--- config.mk ---
export PLATFORM = sky130hd
export DESIGN_NAME = hamming_secded_enc_fifo
export DESIGN_NICKNAME = d
export VERILOG_FILES = /design/src/rtl/hamming_pkg.sv /design/src/rtl/hamming_enc_core.sv /design/src/rtl/hamming_secded_enc_fifo.sv
export SDC_FILE = /design/constraint.sdc
export NUM_CORES = 1
export LEC_CHECK = 0
export BUFFER_PORTS_ARGS = -buffer_cell sky130_fd_sc_hd__clkbuf_2
export CORE_AREA = 2 2 93 95
export DETAILED_ROUTE_END_ITERATION = 12
export DIE_AREA = 0 0 95 97
export HOLD_SLACK_MARGIN = 0.08
export PLACE_DENSITY = 0.79
export SYNTH_ARGS = -nofsm -noshare
export SYNTH_HDL_FRONTEND = slang
export SYNTH_SLANG_ARGS = --single-unit
--- constraint.sdc ---
create_clock -name clk -period 2.68 [get_ports clk]
set_clock_uncertainty 0.05 [all_clocks]
set_input_delay 0.402 -clock clk [delete_from_list [all_inputs] [get_ports clk]]
set_output_delay 0.402 -clock clk [all_outputs]
set_load 0.03 [all_outputs]
--- src/rtl/hamming_pkg.sv ---
// Shared helpers for the Hamming encoder family: parity-width derivation and
// the mapping from data bit index to Hamming position.
package hamming_pkg;

    localparam int MAX_DATA_W = 57;

    // Smallest r with 2^r >= data_w + r + 1.
    function automatic int calc_par_w(input int data_w);
        int r;
        r = 1;
        while ((1 << r) < data_w + r + 1) r++;
        return r;
    endfunction

    function automatic bit is_pow2(input int pos);
        return (pos > 0) && ((pos & (pos - 1)) == 0);
    endfunction

    // Hamming position (1-based) occupied by data bit idx.
    function automatic int data_pos(input int idx);
        int cnt;
        int p;
        cnt = -1;
        p = 0;
        while (cnt < idx) begin
            p++;
            if (!is_pow2(p)) cnt++;
        end
        return p;
    endfunction

endpackage

--- src/rtl/hamming_enc_core.sv ---
// Combinational Hamming encoder: scatters data into non-power-of-two positions
// and fills each power-of-two position with the even parity of its coverage set.
module hamming_enc_core
    import hamming_pkg::*;
#(
    parameter int DATA_W = 11,
    parameter int SECDED = 1,
    localparam int PAR_W = calc_par_w(DATA_W),
    localparam int CODE_W = DATA_W + PAR_W + SECDED
) (
    input  logic [DATA_W-1:0] data_in,
    output logic [CODE_W-1:0] code_out
);

    localparam int N = DATA_W + PAR_W;

    function automatic logic [N:1] cover_mask(input int k);
        logic [N:1] m;
        m = '0;
        for (int p = 1; p <= N; p++) m[p] = ((p >> k) & 1) == 1;
        return m;
    endfunction

    logic [N:1] dpos;
    logic [N:1] hpos;

    for (genvar i = 0; i < DATA_W; i++) begin : g_data
        assign dpos[data_pos(i)] = data_in[i];
    end

    // Parity slots are zero in dpos, so masking dpos never feeds a parity bit back on itself.
    for (genvar p = 1; p <= N; p++) begin : g_pos
        if (is_pow2(p)) begin : g_par
            assign dpos[p] = 1'b0;
            assign hpos[p] = ^(dpos & cover_mask($clog2(p)));
        end else begin : g_dat
            assign hpos[p] = dpos[p];
        end
    end

    if (SECDED != 0) begin : g_secded
        assign code_out = {hpos, ^hpos};
    end else begin : g_plain
        assign code_out = hpos;
    end

endmodule

--- src/rtl/hamming_secded_enc_fifo.sv ---
// Hamming/SECDED encoder followed by a DEPTH-entry codeword FIFO with registered
// head. Define HAMMING_ERR_INJECT_EN to add err_mask, XORed into each stored word.
module hamming_secded_enc_fifo
    import hamming_pkg::*;
#(
    parameter int DATA_W = 11,
    parameter int SECDED = 1,
    parameter int DEPTH = 4,
    localparam int PAR_W = calc_par_w(DATA_W),
    localparam int CODE_W = DATA_W + PAR_W + SECDED,
    localparam int AW = $clog2(DEPTH),
    localparam int LW = AW + 1
) (
    input  logic              clk,
    input  logic              rst_n,
    input  logic              in_valid,
    output logic              in_ready,
    input  logic [DATA_W-1:0] data_in,
`ifdef HAMMING_ERR_INJECT_EN
    input  logic [CODE_W-1:0] err_mask,
`endif
    output logic              out_valid,
    input  logic              out_ready,
    output logic [CODE_W-1:0] code_out,
    output logic [LW-1:0]     level
);

    // Handshakes: a transfer happens on a rising edge where valid & ready are both 1;
    // valid never depends on ready, and ready is registered (no path from out_ready).

    logic [CODE_W-1:0] enc_word;
    logic [CODE_W-1:0] wr_word;
    logic [CODE_W-1:0] mem_q [DEPTH];

    logic [AW-1:0]     wr_ptr_q, wr_ptr_d;
    logic [AW-1:0]     rd_ptr_q, rd_ptr_d;
    logic [LW-1:0]     level_q, level_d;
    logic              in_ready_q, in_ready_d;
    logic              out_valid_q, out_valid_d;
    logic [CODE_W-1:0] code_q, code_d;
    logic              push, pop, head_is_new;

    hamming_enc_core #(
        .DATA_W (DATA_W),
        .SECDED (SECDED)
    ) u_enc (
        .data_in  (data_in),
        .code_out (enc_word)
    );

`ifdef HAMMING_ERR_INJECT_EN
    assign wr_word = enc_word ^ err_mask;
`else
    assign wr_word = enc_word;
`endif

    assign push = in_valid & in_ready_q;
    assign pop  = out_valid_q & out_ready;

    // The new word becomes the head directly when the FIFO is empty after this edge's pop.
    assign head_is_new = push && (level_q == (pop ? LW'(1) : LW'(0)));

    always_comb begin
        wr_ptr_d = push ? wr_ptr_q + AW'(1) : wr_ptr_q;
        rd_ptr_d = pop  ? rd_ptr_q + AW'(1) : rd_ptr_q;
        unique case ({push, pop})
            2'b10:   level_d = level_q + LW'(1);
            2'b01:   level_d = level_q - LW'(1);
            default: level_d = level_q;
        endcase
        in_ready_d  = (level_d != LW'(DEPTH));
        out_valid_d = (level_d != LW'(0));
        code_d      = code_q;
        if (out_valid_d) code_d = head_is_new ? wr_word : mem_q[rd_ptr_d];
    end

    always_ff @(posedge clk) begin
        if (push) mem_q[wr_ptr_q] <= wr_word;
    end

    always_ff @(posedge clk or negedge rst_n) begin
        if (!rst_n) begin
            wr_ptr_q    <= '0;
            rd_ptr_q    <= '0;
            level_q     <= '0;
            in_ready_q  <= 1'b0;
            out_valid_q <= 1'b0;
            code_q      <= '0;
        end else begin
            wr_ptr_q    <= wr_ptr_d;
            rd_ptr_q    <= rd_ptr_d;
            level_q     <= level_d;
            in_ready_q  <= in_ready_d;
            out_valid_q <= out_valid_d;
            code_q      <= code_d;
        end
    end

    assign in_ready  = in_ready_q;
    assign out_valid = out_valid_q;
    assign code_out  = code_q;
    assign level     = level_q;

endmodule

==> results of run 1 <==
layer usage:
metal	routed length [um]	part of all wire, %	global-route usage [%]
met5	0	0	0
met4	163	2.1	7.92
met3	196	2.5	2.96
met2	4030	51	31.1
met1	3470	44	25.0
layout make-up:
| type | instances | share of cell area, % |
|---|---|---|
| Sequential cell | 89 | 52.0 |
| Timing Repair Buffer | 48 | 6.13 |
| Inverter | 10 | 0.817 |
| Clock buffer | 9 | 2.53 |
| Tap cell | 105 | 2.68 |
| Multi-Input combinational cell | 148 | 33.9 |
| Clock inverter | 7 | 1.92 |
through the flow:
| stage | area (um2) | hold WS, ns | std cells | utilization (%) | worst slack, ns |
|---|---|---|---|---|---|
| after floorplan | 4320 | 0.0564 | 261 | - | -0.0107 |
| after global placement | 4670 | 0.408 | 399 | 57.4 | 0.207 |
| after CTS | 4900 | 0.248 | 416 | 60.2 | 0.233 |
| after global routing | 4900 | 0.273 | 416 | 60.2 | 0.0262 |
| after detailed placement | 4670 | 0.415 | 399 | 57.4 | 0.131 |
| final | 4900 | 0.263 | 416 | 60.2 | 0.216 |
sequential cells by signal (all words and copies together) (netlist names):
name	flops
out_valid	1
code_out	16
level	3
rd_ptr_q	2
mem_q	64
wr_ptr_q	2
in_ready	1
cells in the final DEF (no fill, tap or decap), types with 2 or more instances in the layout:
cell type / Yosys / final
a21o_1: 13 / 13
mux2_2: 3 / 3
mux2i_1: 22 / 22
and3_1: 4 / 4
nand2_1: 8 / 8
nor2_1: 12 / 12
bufinv_16: 0 / 2
buf_4: 2 / 10
a211oi_1: 12 / 12
a21oi_1: 3 / 3
inv_1: 9 / 9
clkbuf_2: 0 / 35
buf_12: 0 / 2
clkbuf_8: 0 / 9
xnor3_1: 3 / 3
mux4_2: 30 / 30
xnor2_1: 12 / 12
clkinv_2: 0 / 2
dfrtp_1: 25 / 24
edfxtp_1: 64 / 64
xor2_1: 5 / 5
ha_1: 5 / 5
o21ai_0: 4 / 4
clkinvlp_4: 0 / 2
kinds of logic after synthesis:
kind of cell	Yosys count
XOR/XNOR	21
multiplexers	55
AND/OR/NAND/NOR	31
adder cells (fa/ha/maj)	6
flip-flops	89
AO/OA/AOI/OAI	35
buffers and inverters	24
path summary, 6_finish.rpt:
| kind | slack [ns] | end | from | depth (start not counted) |
|---|---|---|---|---|
| setup / recovery | 0.22 | code_out[6]$_DFFE_PN0P_ | in_ready$_DFF_PN0_ | 10 |
| hold / removal | 0.26 | mem_q[2][9]$_DFFE_PP_ | data_in[4] | 1 |
| setup reg to reg | 0.22 | code_out[6]$_DFFE_PN0P_ | in_ready$_DFF_PN0_ | 10 |
| hold reg to reg | 0.43 | code_out[5]$_DFFE_PN0P_ | code_out[5]$_DFFE_PN0P_ | 1 |
| max in group asynchronous | 1.52 | out_valid$_DFF_PN0_ | rst_n | 2 |
| min in group asynchronous | 0.57 | level[0]$_DFF_PN0_ | rst_n | 2 |
power by group:
group,switching [mW],leakage (nW),internal [mW]
clock network,0.469,0.106,0.525
logic,1.39,0.981,1.21
registers,0.261,0.875,1.98
total,2.12,1.96,3.72
==> run summary, run 1 <==
sequential fraction of the synthesis area: 59.2%
Pwr Total: 5.84 mW
Worst EP required: 2.88 ns
share of layout cells above drive strength 1: 33.1%
TNS Setup: 0 ns
post-synthesis simple-gate area fraction: 3.40%
Post-synth EDFFs: 64
mux share of post-synthesis cell area: 21.6%
CP delay by family, top: adder cells
syn_nets: 282
num ports: 36
post-synthesis compound-gate area fraction: 5.84%
Tmin final: 2.46 ns
H-tree depth: 3
Num CTS Buffers: 9
Crit Path Class: reg2reg
synthesized cell area: 4300 um2
post-synthesis cell count: 261
number of port buffers: 35
final period utilization: 91.9%
slowest cell delay on critical path: 0.47 ns
drt pass-1 iters: 5
GRT overflow: 0
Starting Density: 52.9%
Max Cap Viol: 0
clk sinks: 89
LEAKAGE: 1.96 nW
final setup vio count: 0
layout net count: 327
critical path arrival: 2.66 ns
WP buf/inv: 2
initial drt markers: 134
FILL cells: 608
synth unique cells: 33
vias: 2409
max_slew headroom: 28.0%
Synth Area in XOR/XNOR: 5.58%
Ant. Diodes: 0
Critical Path Sink Type: flip-flop
TritonCTS clock tree: built
Max Fclk: 0.406 GHz
final wirelength: 7870 um
GP Congestion: 0.722
Final Max Slew Viols: 0
Post-CTS Resized: 0
largest family of logic cells by synthesized area: multiplexers
crit-path cells: nand2_1, ha_1, inv_1, fa_1, nor2b_1, a21oi_1, nor3_4, buf_12, a211oi_1, a21o_1
# DRC: 0
core area: 8130 um2
Core Rows: 33
Via-to-Cell Ratio: 5.79
P per Cell Area: 1190 nW/um2
Worst Tran Pin Value: 1.08 ns
top post-synthesis cells by area: edfxtp_1 45%, mux4_2 16%, dfrtp_1 15%, mux2i_1 5.1%, xnor2_1 2.4%
crit start category: flip-flop
clk_lat worst skew: 0.36 ns
ys flop type: edfxtp_1
Clock transition at path regs: 0.09 ns
WL/cell: 18.9 um
hold buffer count at CTS: 1
root buf cell: clkbuf_8
DP HPWL: 5080 um
Routed Antenna Nets: 0
CTS max path bufs: 2
slowest CP cell: fa_1
Synth Warn #: 0
cell with the most instances after synthesis: edfxtp_1
area share of fa/ha/maj cells after synthesis: 1.92%
area of the multi-input gates: 1660 um2
status: finished, final reports clean
Synth Area per Inst: 16.5 um2
RSZ-0062 raised after global routing: false
largest fanout on the critical path: 23
area grow syn2layout: 13.9%
Reg area: 2550 um2
global-route usage over all layers: 18.9%
Yosys reg bits: 89
first-pass GRT wire length: 12700 um
Post-synth top cells: 64 x edfxtp_1, 30 x mux4_2, 25 x dfrtp_1, 22 x mux2i_1, 13 x a21o_1
post-CTS setup buffer count: 0
largest net degree at the start of global routing: 31
die height: 97 um
Fin. Hold Viols: 0
asr flop ratio synth: 28.1%
VDD IR max: 0.408 mV
Synth top area share: 44.7%
die area: 9220 um2
Worst Hold Class: in2reg
cell taking the most area after synthesis: edfxtp_1
number of global-route vias before repair: 2446
antenna violations before repair: 0
Die X: 95 um
Note: power is estimated with default switching activity, not from simulation.
==> inputs of run 2 (changes only) <==
--- a/config.mk
+++ b/config.mk
@@ -7,8 +7,9 @@
 export LEC_CHECK = 0
-export BUFFER_PORTS_ARGS = -buffer_cell sky130_fd_sc_hd__clkbuf_2
-export CORE_AREA = 2 2 93 95
+export CORE_AREA = 2 2 90 92
 export DETAILED_ROUTE_END_ITERATION = 12
-export DIE_AREA = 0 0 95 97
+export DIE_AREA = 0 0 92 94
+export DONT_BUFFER_PORTS = 1
 export HOLD_SLACK_MARGIN = 0.08
 export PLACE_DENSITY = 0.79
+export RECOVER_POWER = 100
 export SYNTH_ARGS = -nofsm -noshare
==> constraint.sdc (replaced) <==
create_clock -name clk -period 2.68 [get_ports clk]
set_clock_uncertainty 0.05 [all_clocks]
set_input_delay 0.536 -clock clk [delete_from_list [all_inputs] [get_ports clk]]
set_output_delay 0.536 -clock clk [all_outputs]
set_load 0.03 [all_outputs]
==> run 2 against run 1 <==
Combinational power down 16%; largest power group is now registers; critical path depth up 1; sequential share of layout area up 2.0 points; first-iteration DRC count down 7.5%; total power down 3.6%; largest cell class unchanged; cell area down 3.8%; fmax down 1.1%; die area down 6.2%.
==> run summary, run 2 (synthesized netlist as in run 1, its figures left out) <==
Worst EP required: 2.86 ns (-0.02 ns)
TNS Setup: 0 ns (unchanged)
Final Max Slew Viols: 0 (unchanged)
most frequent cells in the layout: 64 x edfxtp_1, 30 x mux4_2, 24 x dfrtp_1
final setup vio count: 0 (unchanged)
min setup slack post-route: 0.188 ns (-0.0276 ns)
Critical Path Sink Type: flip-flop
clk_lat worst skew: 0.34 ns (-0.02 ns)
GP Congestion: 0.717 (-0.67%)
Crit Path Class: reg2reg
Worst Hold Class: in2reg
drt pass-1 iters: 4 (-1)
combinational share of power: 38.7% (-5.9 points)
crit start category: flip-flop
Int Power: 3.59 mW (-3.3%)
core area: 7610 um2 (-6.5%)
critical path arrival: 2.67 ns (about the same)
Ant. Diodes: 0 (unchanged)
root buf cell: clkbuf_8
final instance area: 4710 um2 (-3.8%)
post-CTS setup buffer count: 0 (unchanged)
status: finished, final reports clean
Reg with most FFs: mem_q
P per Cell Area: 1190 nW/um2 (+0.14%)
antenna violations before repair: 0 (unchanged)
number of port buffers: 0 (-100%)
Reg area: 2550 um2 (unchanged)
RSZ-0062 raised after global routing: false
most common cell after layout, fill and taps aside: edfxtp_1
area grow syn2layout: 9.57%
Routed Antenna Nets: 0 (unchanged)
Clk pwr share: 17.1% (about the same)
initial drt markers: 124 (-7.5%)
CTS max path bufs: 2 (unchanged)
Sw Pwr: 2.03 mW (-4.3%)
Starting Density: 56.6% (+3.7 points)
area of the multi-input gates: 1660 um2 (about the same)
# DRC: 0 (unchanged)
DP HPWL: 5140 um (+1.0%)
num ports: 36 (unchanged)
GRT overflow: 0 (unchanged)
Clock transition at path regs: 0.08 ns (about the same)
Max Fclk: 0.401 GHz (-1.1%)
final wirelength: 7760 um (-1.3%)
first-pass GRT wire length: 12500 um (-1.5%)
Die X: 92 um (-3.2%)
final period utilization: 93.0% (+1.0 points)
number of global-route vias before repair: 2398 (-2.0%)
WL/cell: 20.1 um (+6.3%)
vias: 2317 (-3.8%)
Tmin final: 2.49 ns (+0.0276 ns)
Core Rows: 32 (-3.0%)
H-tree depth: 3 (unchanged)
layout net count: 300 (-8.3%)
Max Cap Viol: 0 (unchanged)
Fin. Hold Viols: 0 (unchanged)
switching share of total power: 36.1% (-0.26 points)
share of layout cells above drive strength 1: 22.2% (-11 points)
largest fanout on the critical path: 18 (-22%)
Placement Setup Slack: 0.0842 ns (-0.0469 ns)
die height: 94 um (-3.1%)
DP Area: 4520 um2 (-3.2%)
largest net degree at the start of global routing: 31 (unchanged)
number of flip-flops in the largest register: 64 (unchanged)
Via-to-Cell Ratio: 6.00 (+3.7%)
max_slew headroom: 3.88% (-24 points)
sequential power share: 44.2% (+5.8 points)
LEAKAGE: 1.81 nW (-7.9%)
global-route usage over all layers: 19.7% (+0.80 points)
Num CTS Buffers: 9 (unchanged)
TritonCTS clock tree: built
FILL cells: 566 (-6.9%)
VDD IR max: 0.426 mV (+4.3%)
die area: 8650 um2 (-6.2%)
Worst Tran Pin Value: 1.44 ns (+0.362 ns)
clk sinks: 89 (unchanged)
[run 2: worst max-delay path, stage by stage, from the launching register on]
cell	delay (ns)
dfrtp_2	0.39
nand2_4	0.07
inv_6	0.05
ha_1	0.17
inv_1	0.06
fa_1	0.49
nor2b_1	0.21
a21oi_1	0.16
nor3_4	0.22
buf_4	0.26
a211oi_1	0.07
a21o_1	0.18
[run 2: power groups by stage]
stage	Sequential, mW	Combinational [mW]	Clock (mW)
after floorplan	2.51	1.71	0
after global placement	2.49	2.16	0
after detailed placement	2.51	2.24	0
after CTS	2.49	2.25	0.985
after global routing	2.54	2.41	1.04
final	2.48	2.18	0.964
[run 2: area by class of cell]
class,count,area share [%]
Sequential cell,89,54.1
Inverter,10,0.902
Clock inverter,5,1.70
Clock buffer,11,2.79
Multi-Input combinational cell,148,35.2
Tap cell,102,2.71
Timing Repair Buffer,21,2.63
[run 2: per-layer routing]
metal | up-vias | global-route usage [%] | share of wire (%)
li1 | 1047 | - | -
met1 | 1202 | 25.1 | 42
met2 | 55 | 33.3 | 52
met5 | - | 0 | 0
met4 | 0 | 7.84 | 1.6
met3 | 13 | 4.41 | 5.0
[run 2: metrics by stage]
stage | util, % | hold slack [ns] | instances | total power [mW]
after floorplan | - | 0.190 | 261 | 4.22
after global placement | 59.5 | 0.191 | 368 | 4.65
after detailed placement | 59.5 | 0.191 | 368 | 4.75
after CTS | 62.6 | 0.219 | 386 | 5.72
after global routing | 62.0 | 0.210 | 386 | 5.99
final | 62.0 | 0.231 | 386 | 5.63
[run 2: final timing paths]
kind | from | endpoint | slack [ns] | depth (start not counted)
min in group asynchronous | rst_n | out_valid$_DFF_PN0_ | 1.01 | 2
max in group asynchronous | rst_n | out_valid$_DFF_PN0_ | 0.63 | 2
min reg2reg | wr_ptr_q[0]$_DFFE_PN0P_ | wr_ptr_q[0]$_DFFE_PN0P_ | 0.50 | 1
max | out_valid$_DFF_PN0_ | code_out[11]$_DFFE_PN0P_ | 0.19 | 11
min | data_in[8] | mem_q[0][13]$_DFFE_PP_ | 0.23 | 0
max reg2reg | out_valid$_DFF_PN0_ | code_out[11]$_DFFE_PN0P_ | 0.19 | 11
[run 2: what timing repair did]
| action | in CTS | in global routing |
|---|---|---|
| resized for setup | 0 | 0 |
| hold buffers | 2 | 0 |
| endpoints found under the hold margin | 25 | 0 |
==> inputs of run 3 (changes only) <==
CAP_MARGIN = 25   (was not set)
CORE_AREA = 2 2 92 94   (was 2 2 90 92)
DIE_AREA = 0 0 94 96   (was 0 0 92 94)
PLACE_DENSITY = 0.77   (was 0.79)
==> run 3 against run 2 <==
The run now ends with capacitance limit, slew limit left; global-route usage fell by 0.18 points; fmax down 0.39%; cell area fell by 0.80%; sequential share of layout area increased by 0.43 points; first-iteration DRC count fell by 34%; worst hold slack lost 0.013 ns; wire length grew 1.8%; die area is 4.3% higher; register-to-register slack about the same; core utilization is 3.9 points lower; critical path type unchanged; critical endpoint is now code_out[2]$_DFFE_PN0P_; largest cell class unchanged; largest power group unchanged; highest routed layer unchanged.
==> run summary, run 3 (synthesized netlist as in run 1, its figures left out) <==
DP Area: 4540 um2 (+0.36%)
Final Max Slew Viols: 26 (+26)
Die X: 94 um (+2.2%)
most common cell after layout, fill and taps aside: edfxtp_1
final core occ: 58.1% (-3.9 points)
critical path arrival: 2.74 ns (+0.07 ns)
most frequent cells in the layout: 64 x edfxtp_1, 30 x mux4_2, 24 x dfrtp_1
Num CTS Buffers: 9 (unchanged)
TritonCTS clock tree: built
P per Cell Area: 1170 nW/um2 (-2.1%)
root buf cell: clkbuf_8
share of layout cells above drive strength 1: 21.5% (-0.70 points)
antenna violations before repair: 0 (unchanged)
die area: 9020 um2 (+4.3%)
Fin. Hold Viols: 0 (unchanged)
global-route usage over all layers: 19.5% (-0.18 points)
FILL cells: 635 (+12%)
Max Cap Viol: 1 (+1)
CTS max path bufs: 2 (unchanged)
die height: 96 um (+2.1%)
first-pass GRT wire length: 12700 um (+1.7%)
number of global-route vias before repair: 2434 (+1.5%)
H-tree depth: 3 (unchanged)
drt pass-1 iters: 4 (unchanged)
CP delay by family, top: compound AO/OA/AOI/OAI gates
crit start category: flip-flop
Critical Path Sink Type: flip-flop
GP Congestion: 0.723 (+0.85%)
crit-path cells: nand2_4, clkinvlp_2, ha_1, inv_1, fa_1, nor2b_1, a21oi_1, nor3_4, buf_12, a211oi_1, a21o_1
Max Fclk: 0.400 GHz (-0.39%)
# DRC: 0 (unchanged)
largest fanout on the critical path: 33 (+15)
Routed Antenna Nets: 0 (unchanged)
DP HPWL: 5160 um (+0.47%)
number of flip-flops in the largest register: 64 (unchanged)
failing checks: capacitance limit, slew limit
layout net count: 300 (unchanged)
Clock transition at path regs: 0.09 ns (about the same)
final setup vio count: 0 (unchanged)
WP buf/inv: 3 (unchanged)
area grow syn2layout: 8.69%
final instance area: 4680 um2 (-0.80%)
largest net degree at the start of global routing: 34 (+9.7%)
Reg with most FFs: mem_q
area of the multi-input gates: 1660 um2 (unchanged)
Starting Density: 53.4% (-3.1 points)
Reg area: 2550 um2 (unchanged)
RSZ-0062 raised after global routing: false
Via-to-Cell Ratio: 5.94 (-1.1%)
post-CTS setup buffer count: 0 (unchanged)
Worst Hold Class: in2reg
slowest cell delay on critical path: 0.43 ns (-0.06 ns)
Crit Path Class: reg2reg
num ports: 36 (unchanged)
Core Rows: 33 (+3.1%)
GRT overflow: 0 (unchanged)
final wirelength: 7900 um (+1.8%)
VDD IR max: 0.393 mV (-7.7%)
TNS Setup: 0 ns (unchanged)
Worst EP required: 2.92 ns (+0.06 ns)
WL/cell: 20.3 um (+1.0%)
clk_lat worst skew: 0.35 ns (about the same)
vias: 2309 (-0.35%)
clk sinks: 89 (unchanged)
number of port buffers: 0 (unchanged)
max_slew headroom: -1.75% (-5.6 points)
slowest CP cell: dfrtp_2
initial drt markers: 82 (-34%)
Pwr Total: 5.46 mW (-2.9%)
final period utilization: 93.3% (+0.37 points)
core area: 8050 um2 (+5.8%)
Tmin final: 2.50 ns (+0.00984 ns)
LEAKAGE: 1.77 nW (-2.2%)
Worst Tran Pin Value: 1.53 ns (+0.0845 ns)
status: finished, violations left
Ant. Diodes: 0 (unchanged)
## run 3: cell count changes in the layout (fill, tap and decap cells not counted), sizes merged
cell      delta
clkinvlp     +4
clkinv       -1
clkbuf       +1
buf          -2
bufinv       -2
## run 3: final timing paths
check / from / endpoint / slack (ns) / cells after the start
max: out_valid$_DFF_PN0_ / code_out[2]$_DFFE_PN0P_ / 0.18 / 11
min: data_in[6] / mem_q[1][11]$_DFFE_PP_ / 0.22 / 0
max reg2reg: out_valid$_DFF_PN0_ / code_out[2]$_DFFE_PN0P_ / 0.18 / 11
min reg2reg: wr_ptr_q[0]$_DFFE_PN0P_ / wr_ptr_q[0]$_DFFE_PN0P_ / 0.49 / 1
max in group asynchronous: rst_n / out_valid$_DFF_PN0_ / 0.52 / 2
min in group asynchronous: rst_n / code_out[10]$_DFFE_PN0P_ / 1.07 / 2
## run 3: per-stage QoR
step | instances | hold slack, ns | worst slack [ns]
detailed placement | 371 | 0.191 | 0.113
floorplan | 261 | 0.190 | 0.00407
global placement | 371 | 0.191 | 0.214
finish | 389 | 0.218 | 0.178
CTS | 389 | 0.204 | 0.216
global route | 389 | 0.197 | 0.0562
## run 3: cell type report
| type | count | area share (%) |
|---|---|---|
| inverter | 10 | 0.829 |
| clock inverter | 6 | 0.910 |
| tap | 105 | 2.81 |
| multi-input combinational | 148 | 35.5 |
| timing repair buffer | 21 | 2.73 |
| clock buffer | 10 | 2.73 |
| sequential | 89 | 54.5 |
## run 3: metal layers
layer | routed length [um] | track usage (%) | vias up
li1 | - | - | 1049
met1 | 3260 | 23.4 | 1210
met2 | 4150 | 34.1 | 37
met3 | 320 | 4.54 | 13
met4 | 172 | 8.45 | 0
met5 | 0 | 0 | -
## run 3: power by group
group | total [mW] | switching (mW) | internal [mW]
clock | 0.803 | 0.467 | 0.337
combinational | 2.13 | 1.05 | 1.08
sequential | 2.53 | 0.546 | 1.99
## run 3: repair_timing
item,CTS,global route
endpoints found under the hold margin,25,0
resized for setup,0,0
hold buffers,2,0
